==> config.mk <==
export PLATFORM = sky130hd
export DESIGN_NAME = nbit_down_timer_flat
export DESIGN_NICKNAME = d
export VERILOG_FILES = /design/src/rtl/counters_pkg.sv /design/src/rtl/nbit_down_timer_if.sv /design/src/rtl/nbit_down_timer.sv /design/src/flat_wrapper.sv
export SDC_FILE = /design/constraint.sdc
export NUM_CORES = 1
export LEC_CHECK = 0
export BUFFER_PORTS_ARGS = -buffer_cell sky130_fd_sc_hd__buf_2
export CORE_MARGIN = 5
export CORE_UTILIZATION = 50
export CTS_CLUSTER_DIAMETER = 60
export DETAILED_ROUTE_END_ITERATION = 8
export PLACE_DENSITY = 0.72
export SLEW_MARGIN = 20
export SYNTH_ARGS = -nofsm -noshare
export SYNTH_HDL_FRONTEND = slang
export SYNTH_SLANG_ARGS = --single-unit
==> constraint.sdc <==
create_clock -name clk -period 2.3 [get_ports clk]
set_input_delay 0.46 -clock clk [delete_from_list [all_inputs] [get_ports clk]]
set_output_delay 0.46 -clock clk [all_outputs]
set_load 0.05 [all_outputs]
==> src/rtl/counters_pkg.sv <==
// ============================================================================
// Module   : counters_pkg
// Brief    : Shared state encodings and types for the counters library.
// Revision : 1.0 - initial release
// ============================================================================
`default_nettype none

package counters_pkg;

    localparam logic [1:0] ST_IDLE    = 2'd0;
    localparam logic [1:0] ST_RUN     = 2'd1;
    localparam logic [1:0] ST_EXPIRED = 2'd2;

    // 2'd3 is unused; the timer falls back to IDLE if it is ever seen.
    typedef enum logic [1:0] {
        S_IDLE    = ST_IDLE,
        S_RUN     = ST_RUN,
        S_EXPIRED = ST_EXPIRED
    } timer_state_t;

endpackage

`default_nettype wire

==> src/rtl/nbit_down_timer_if.sv <==
// ============================================================================
// Module   : nbit_down_timer_if
// Brief    : Control and status bundle for the N-bit down timer.
// Revision : 1.0 - initial release
// ============================================================================
`default_nettype none

interface nbit_down_timer_if #(
    parameter int N = 32
);
    logic [N-1:0] pl;
    logic         load;
    logic         en;
    logic         periodic;
    logic [N-1:0] count;
    logic         tc;
    logic         busy;
    logic         done;

    modport master (
        output pl, load, en, periodic,
        input  count, tc, busy, done
    );

    modport slave (
        input  pl, load, en, periodic,
        output count, tc, busy, done
    );
endinterface

`default_nettype wire

==> src/rtl/nbit_down_timer.sv <==
// ============================================================================
// Module   : nbit_down_timer
// Brief    : Programmable N-bit down timer, one-shot or auto-reload.
// Revision : 1.0 - initial release
// ============================================================================
`default_nettype none

module nbit_down_timer
    import counters_pkg::*;
#(
    parameter int           N    = 32,
    parameter logic [N-1:0] DEC  = 1,
    parameter logic [N-1:0] SEED = '0
) (
    input  wire logic          clk,
    input  wire logic          rst,
    nbit_down_timer_if.slave   bus
);

    generate
        if (DEC == '0) begin : g_bad_dec
            $error("nbit_down_timer: DEC must be non-zero");
        end
    endgenerate

    timer_state_t state;
    logic [N-1:0] count_q;
    logic [N-1:0] reload_q;
    logic         tc_q;
    logic         terminal;

    // Saturating terminal detect: the final step never wraps below zero.
    assign terminal = (count_q <= DEC);

    always_ff @(posedge clk) begin
        if (rst) begin
            state    <= S_IDLE;
            count_q  <= '0;
            reload_q <= SEED;
            tc_q     <= 1'b0;
        end else if (bus.load) begin
            count_q  <= bus.pl;
            reload_q <= bus.pl;
            if (bus.pl != '0) begin
                state <= S_RUN;
                tc_q  <= 1'b0;
            end else begin
                state <= S_EXPIRED;
                tc_q  <= 1'b1;
            end
        end else begin
            case (state)
                S_RUN: begin
                    if (!bus.en) begin
                        tc_q <= 1'b0;
                    end else if (!terminal) begin
                        count_q <= count_q - DEC;
                        tc_q    <= 1'b0;
                    end else begin
                        tc_q <= 1'b1;
                        if (bus.periodic) begin
                            count_q <= reload_q;
                        end else begin
                            count_q <= '0;
                            state   <= S_EXPIRED;
                        end
                    end
                end
                S_IDLE, S_EXPIRED: begin
                    tc_q <= 1'b0;
                end
                default: begin
                    state <= S_IDLE;
                    tc_q  <= 1'b0;
                end
            endcase
        end
    end

    assign bus.count = count_q;
    assign bus.tc    = tc_q;
    assign bus.busy  = (state == S_RUN);
    assign bus.done  = (state == S_EXPIRED);

endmodule

`default_nettype wire

==> src/flat_wrapper.sv <==
// flat-port wrapper written by rule: the top's interface ports become plain ports
module nbit_down_timer_flat import counters_pkg::*;
#(
    parameter int           N    = 32,
    parameter logic [N-1:0] DEC  = 1,
    parameter logic [N-1:0] SEED = '0
)
  (clk, rst, bus_pl, bus_load, bus_en, bus_periodic, bus_count, bus_tc, bus_busy, bus_done);
  nbit_down_timer_if #(.N(N)) bus_i ();
  input  wire logic clk;
  input  wire logic rst;
  input wire logic [$bits(bus_i.pl)-1:0] bus_pl;
  input wire logic [$bits(bus_i.load)-1:0] bus_load;
  input wire logic [$bits(bus_i.en)-1:0] bus_en;
  input wire logic [$bits(bus_i.periodic)-1:0] bus_periodic;
  output wire logic [$bits(bus_i.count)-1:0] bus_count;
  output wire logic [$bits(bus_i.tc)-1:0] bus_tc;
  output wire logic [$bits(bus_i.busy)-1:0] bus_busy;
  output wire logic [$bits(bus_i.done)-1:0] bus_done;
  assign bus_i.pl = bus_pl;
  assign bus_i.load = bus_load;
  assign bus_i.en = bus_en;
  assign bus_i.periodic = bus_periodic;
  assign bus_count = bus_i.count;
  assign bus_tc = bus_i.tc;
  assign bus_busy = bus_i.busy;
  assign bus_done = bus_i.done;
  nbit_down_timer #(.N(N), .DEC(DEC), .SEED(SEED)) u_core (.clk(clk), .rst(rst), .bus(bus_i));
endmodule
==> impl_metrics.toml, run 1 <==
[status]
status = "completed"

[grt]
grt_pass1_wl_um = 19500
antenna_found_initial = 0
gr-usage-all-layers = 0.272
overflow = 0
grt_pass1_vias = 3969
grt_max_degree = 34

[synthesis]
ys.flop_type = "dfxtp_1"
yosysWarnings = 0
ys_ff_latch = 67
synth.distinct_cells = 52
yosysSeqAreaShare = 0.362
avgSynthCellArea_um2 = 8.11
syn_nets = 496
async_flop_share = 0
synth-edff-count = 0
syn_area_um2 = 3700
synthCells = 457

[clock_network]
clk_pin_slew_ns = 0.08
hold_buffers = 0
worstSkewPairLatency_ns = 0.35
htree_levels = 3
cts.sinks = 67
cts_buffers = 9
cts_tree = "yes"
cts_max_path_buffers = 2
root_buffer = "clkbuf_8"

[placed_design]
dp_hpwl_um = 8630
io_buffer_count = 71
gp_congestion = 0.933
pre_cts_slack_ns = -0.0587
dpl-instance-area_um2 = 4430

[drt]
vias = 4194
drtAntennaViolNets = 0
routed_wl_um = 12600
detail_route.wl_per_cell_um = 19.0
via_per_inst = 6.35
drt_iter0_drc = 390
drc = 0
dr.pass1.iters = 5

[min_path]
whs_endpoint = "u_core.reload_q[27]$_SDFFE_PP0P_"
hold_start = "bus_pl[27]"
min_path_type = "input port to flip-flop"
holdPathStages = 3

[critical_path]
crit_required_ns = 2.55
r2r_end = "u_core.bus.count[21]$_SDFFE_PP0P_"
r2r_cells = 7
worst_setup_path_start_kind = "flip-flop"
crit_chain = "or4_4 > or3_4 > nor3_4 > and2_4 > clkbuf_16 > a21oi_1 > o221a_2"
end_kind = "flip-flop"
reg2reg_slack_ns = 0.03
max_stage_delay_ns = 0.53
cp_max_fo = 5
critPathKind = "flip-flop to flip-flop"
slowest_stage = "or4_4"
crit_arrival_ns = 2.52
r2r_start = "u_core.bus.count[24]$_SDFFE_PP0P_"

[sta]
worst_slew_pin_slew_ns = 0.685
hold_viol_final = 0
finalCritPeriodShare = 0.987
finClkSkew_ns = 0.00463
drv_slew = 0
setup_viol = 0
clock.fmax_mhz = 441
worst_slack_ns = 0.0299
period_needed_ns = 2.27
fin_setup_tns_ns = 0
rsz0062_at_grt = "yes"
timing.slew.headroom = 0.542

[layout]
final_cell_mix = "buf_2 (71), dfxtp_1 (57), buf_4 (49)"
finalInstanceArea_um2 = 4770
nNetsFinal = 595
num_antenna_cells = 0
area_growth_pct = 28.8
final_util = 0.658
final_common_cell = "buf_2"
drive_above_1_share = 0.310
fillers = 624

[job]
drv_cap = 0

[power]
combPwrFrac = 0.283
p_per_area_nw_per_um2 = 670
power.leakage_nw = 2.08
sw_frac_of_total = 0.351
p_sw_mw = 1.12
clkPwrFrac = 0.311
intPower_mw = 2.08
vdd_drop_max_mv = 0.555
power_mw = 3.20
seqPwrFrac = 0.406

[floorplanning]
ios = 72
fp.coreArea_um2 = 7250
die_y_um = 96.1
die_x_um = 96.1
start_util = 0.511
num_rows = 31
die_area_um2 = 9230
[synth_stat cells, drive strengths merged, types with 8 or more instances]
cell | number | share of area
nand2 | 41 | 0.042
nor3 | 13 | 0.021
nor2 | 43 | 0.044
a21oi | 34 | 0.046
mux2i | 26 | 0.070
clkbuf | 24 | 0.024
xor2 | 13 | 0.031
a22oi | 14 | 0.028
o22ai | 11 | 0.019
nand3 | 8 | 0.011
nor4 | 20 | 0.034
dfxtp | 67 | 0.36
o21ai | 15 | 0.020
buf | 13 | 0.023
or3 | 14 | 0.025
a31oi | 20 | 0.034
[layer usage]
layer  global-route usage  share of wire  vias up
li1                     -              -     1906
met3               0.0610          0.092       39
met1                0.343           0.39     1995
met5                    0              0        -
met2                0.449           0.49      254
met4                0.107          0.029        0
[stage by stage]
stage | hold WS [ns] | instances
floorplan | 0.445 | 457
global placement | 0.454 | 641
detailed placement | 0.460 | 641
CTS | 0.375 | 657
global route | 0.385 | 660
finish | 0.374 | 660
[state kept, by name (all words and copies together), names as in the netlist]
signal,count
u_core.state,2
u_core.reload_q,32
u_core.bus.tc,1
u_core.bus.count,32
[power groups by stage]
stage	Combinational, mW	Sequential (mW)	Clock (mW)
2_1_floorplan	0.427	1.46	0
3_3_place_gp	0.848	1.32	0
3_5_place_dp	0.862	1.32	0
4_1_cts	0.873	1.29	0.993
5_1_grt	0.977	1.31	1.05
6_report	0.906	1.30	0.994
[worst max path at each step]
stage	from	endpoint	slack (ns)
floorplan	u_core.bus.count[2]$_SDFFE_PP0P_	u_core.bus.count[25]$_SDFFE_PP0P_	-0.26
global placement	u_core.bus.count[24]$_SDFFE_PP0P_	u_core.bus.count[25]$_SDFFE_PP0P_	-0.007
detailed placement	u_core.bus.count[24]$_SDFFE_PP0P_	u_core.bus.count[9]$_SDFFE_PP0P_	-0.06
CTS	u_core.bus.count[24]$_SDFFE_PP0P_	u_core.bus.count[16]$_SDFFE_PP0P_	0.004
global route	u_core.bus.count[24]$_SDFFE_PP0P_	u_core.bus.count[27]$_SDFFE_PP0P_	-0.05
finish	u_core.bus.count[24]$_SDFFE_PP0P_	u_core.bus.count[21]$_SDFFE_PP0P_	0.03
[cells by family after synthesis]
kind of cell / synth area share
xor+xnor: 0.0473
compound gates: 0.231
fa+ha+maj: 0.00675
flops: 0.362
mux: 0.0702
simple gates: 0.228
buf+inv: 0.0544
[worst max-delay path, delay by kind of cell (launching register included)]
family                 cells  cell delay [ns]
DFF                        1             0.34
and+or+nand+nor            4             1.32
AOI/OAI and AO/OA          2             0.34
buffers and inverters      1             0.16
[cell type report]
| class | instances | area (µm²) | area share |
|---|---|---|---|
| multi-input cells | 346 | 2240 | 0.470 |
| clock buffers | 9 | 124 | 0.0260 |
| repair buffers | 125 | 825 | 0.173 |
| flip-flops and latches | 67 | 1360 | 0.286 |
| clock inverters | 7 | 66.3 | 0.0139 |
| well taps | 99 | 124 | 0.0260 |
| inverters | 7 | 26.3 | 0.00550 |
[timing repair]
| action | CTS | global route |
|---|---|---|
| endpoints found under the setup margin | 11 | 14 |
| resized for setup | 6 | 13 |
| buffers inserted | 0 | 1 |
| pin swaps | 1 | 4 |
| cloned | 0 | 2 |
(Power assumes the default switching activity.)
==> run 2, diff against run 1 <==
--- a/config.mk
+++ b/config.mk
@@ -6,7 +6,6 @@
 export NUM_CORES = 1
 export LEC_CHECK = 0
 export BUFFER_PORTS_ARGS = -buffer_cell sky130_fd_sc_hd__buf_2
-export CORE_MARGIN = 5
 export CORE_UTILIZATION = 50
 export CTS_CLUSTER_DIAMETER = 60
 export DETAILED_ROUTE_END_ITERATION = 8
==> impl_metrics.toml, run 2 (synthesis gave the netlist of run 1 again) <==
[clock_network]
hold_buffers = 0
cts_buffers = 9
root_buffer = "clkbuf_8"
worstSkewPairLatency_ns = 0.34
cts.sinks = 67
cts_max_path_buffers = 2
htree_levels = 3
clk_pin_slew_ns = 0.07
cts_tree = "yes"

[critical_path]
cp_max_fo = 8
crit_required_ns = 2.59
worst_setup_path_start_kind = "flip-flop"
reg2reg_slack_ns = 0.04
crit_arrival_ns = 2.55
end_kind = "flip-flop"
critPathKind = "flip-flop to flip-flop"

[power]
intPower_mw = 2.06
power_mw = 3.16
p_sw_mw = 1.09
vdd_drop_max_mv = 0.363
power.leakage_nw = 2.09
seqPwrFrac = 0.410
p_per_area_nw_per_um2 = 659
clkPwrFrac = 0.300
combPwrFrac = 0.290
sw_frac_of_total = 0.346

[drt]
drt_iter0_drc = 219
via_per_inst = 6.08
vias = 4028
dr.pass1.iters = 5
detail_route.wl_per_cell_um = 18.0
routed_wl_um = 11900
drc = 0
drtAntennaViolNets = 0

[grt]
grt_busiest_layer = "met2"
antenna_found_initial = 0
grtUsageMet2 = 0.533
grt_pass1_vias = 3856
gr-usage-all-layers = 0.311
grt_pass1_wl_um = 18500
grtUsageMet3 = 0.0584
grt_max_degree = 44
overflow = 0
use_met1 = 0.386

[sta]
rsz0062_at_grt = "yes"
clock.fmax_mhz = 442
finalCritPeriodShare = 0.983
timing.slew.headroom = 0.589
period_needed_ns = 2.26
setup_viol = 0
finClkSkew_ns = 0.00532
drv_slew = 0
worst_slew_pin_slew_ns = 0.614
hold_viol_final = 0

[floorplanning]
die_area_um2 = 7760
fp.coreArea_um2 = 7210
die_y_um = 88.1
die_x_um = 88.1
start_util = 0.514
num_rows = 31
ios = 72

[status]
status = "completed"

[placed_design]
io_buffer_count = 71
dp_hpwl_um = 8500
gp_congestion = 0.882

[layout]
drive_above_1_share = 0.324
nNetsFinal = 598
final_common_cell = "buf_2"
area_growth_pct = 29.2
final_cell_mix = "buf_2 (71), dfxtp_1 (57), buf_4 (50)"
final_util = 0.664
num_antenna_cells = 0

[job]
drv_cap = 0

[min_path]
min_path_type = "input port to flip-flop"
[run 2: cell types whose count changed in the layout (fill, tap and decap cells not counted), sizes merged]
cell	before	now
clkinvlp	0	1
clkinv	5	4
inv	8	6
bufinv	1	0
clkbuf	11	12
buf	123	128
[run 2: final cells by class]
type / instances / area, µm²
fillers: 657 / 2430
multi-input cells: 346 / 2270
flip-flops and latches: 67 / 1360
repair buffers: 128 / 818
clock buffers: 12 / 166
well taps: 99 / 124
inverters: 7 / 26.3
clock inverters: 4 / 22.5
[run 2: power by group through the flow]
stage	combinational, mW	clock [mW]	sequential (mW)
floorplan	0.427	0	1.46
global placement	0.847	0	1.31
detailed placement	0.859	0	1.31
CTS	0.875	0.956	1.29
global route	0.980	1.01	1.30
finish	0.916	0.946	1.29
[run 2: routing by layer]
metal | share of wire | up-vias
met5 | 0 | -
met4 | 0.019 | 0
met3 | 0.050 | 22
met2 | 0.50 | 137
met1 | 0.43 | 1957
li1 | - | 1912
[run 2: worst max-delay path: stages (launching register included)]
cell and delay (ns):
dfxtp_2 0.32, or4_4 0.53, or3_4 0.35, buf_4 0.18, or4_4 0.49, a21oi_2 0.11, a311o_1 0.11, a32o_1 0.11
[run 2: timing repair]
item,in CTS,in global routing
setup endpoints to repair,15,30
buffers inserted,0,4
pin swaps,1,7
resized for setup,9,23
endpoints found under the hold margin,0,0
[run 2: path summary, 6_finish.rpt]
| kind | cells after the start | from | endpoint |
|---|---|---|---|
| max reg2reg | 7 | u_core.bus.count[0]$_SDFFE_PP0P_ | u_core.bus.count[25]$_SDFFE_PP0P_ |
| min | 3 | bus_pl[31] | u_core.reload_q[31]$_SDFFE_PP0P_ |
| max | 7 | u_core.bus.count[0]$_SDFFE_PP0P_ | u_core.bus.count[25]$_SDFFE_PP0P_ |
| min reg2reg | 2 | u_core.reload_q[21]$_SDFFE_PP0P_ | u_core.reload_q[21]$_SDFFE_PP0P_ |
[run 2: through the flow]
stage,hold WS (ns),cell area [µm²],instances,worst slack [ns],TNS (ns)
2_1_floorplan,0.445,3740,457,-0.260,-2.42
3_3_place_gp,0.454,4450,643,-0.000271,-0.000271
3_5_place_dp,0.462,4450,643,-0.0629,-0.314
4_1_cts,0.370,4670,659,0.00297,0
5_1_grt,0.383,4790,663,-0.0375,-0.184
6_report,0.377,4790,663,0.0389,0
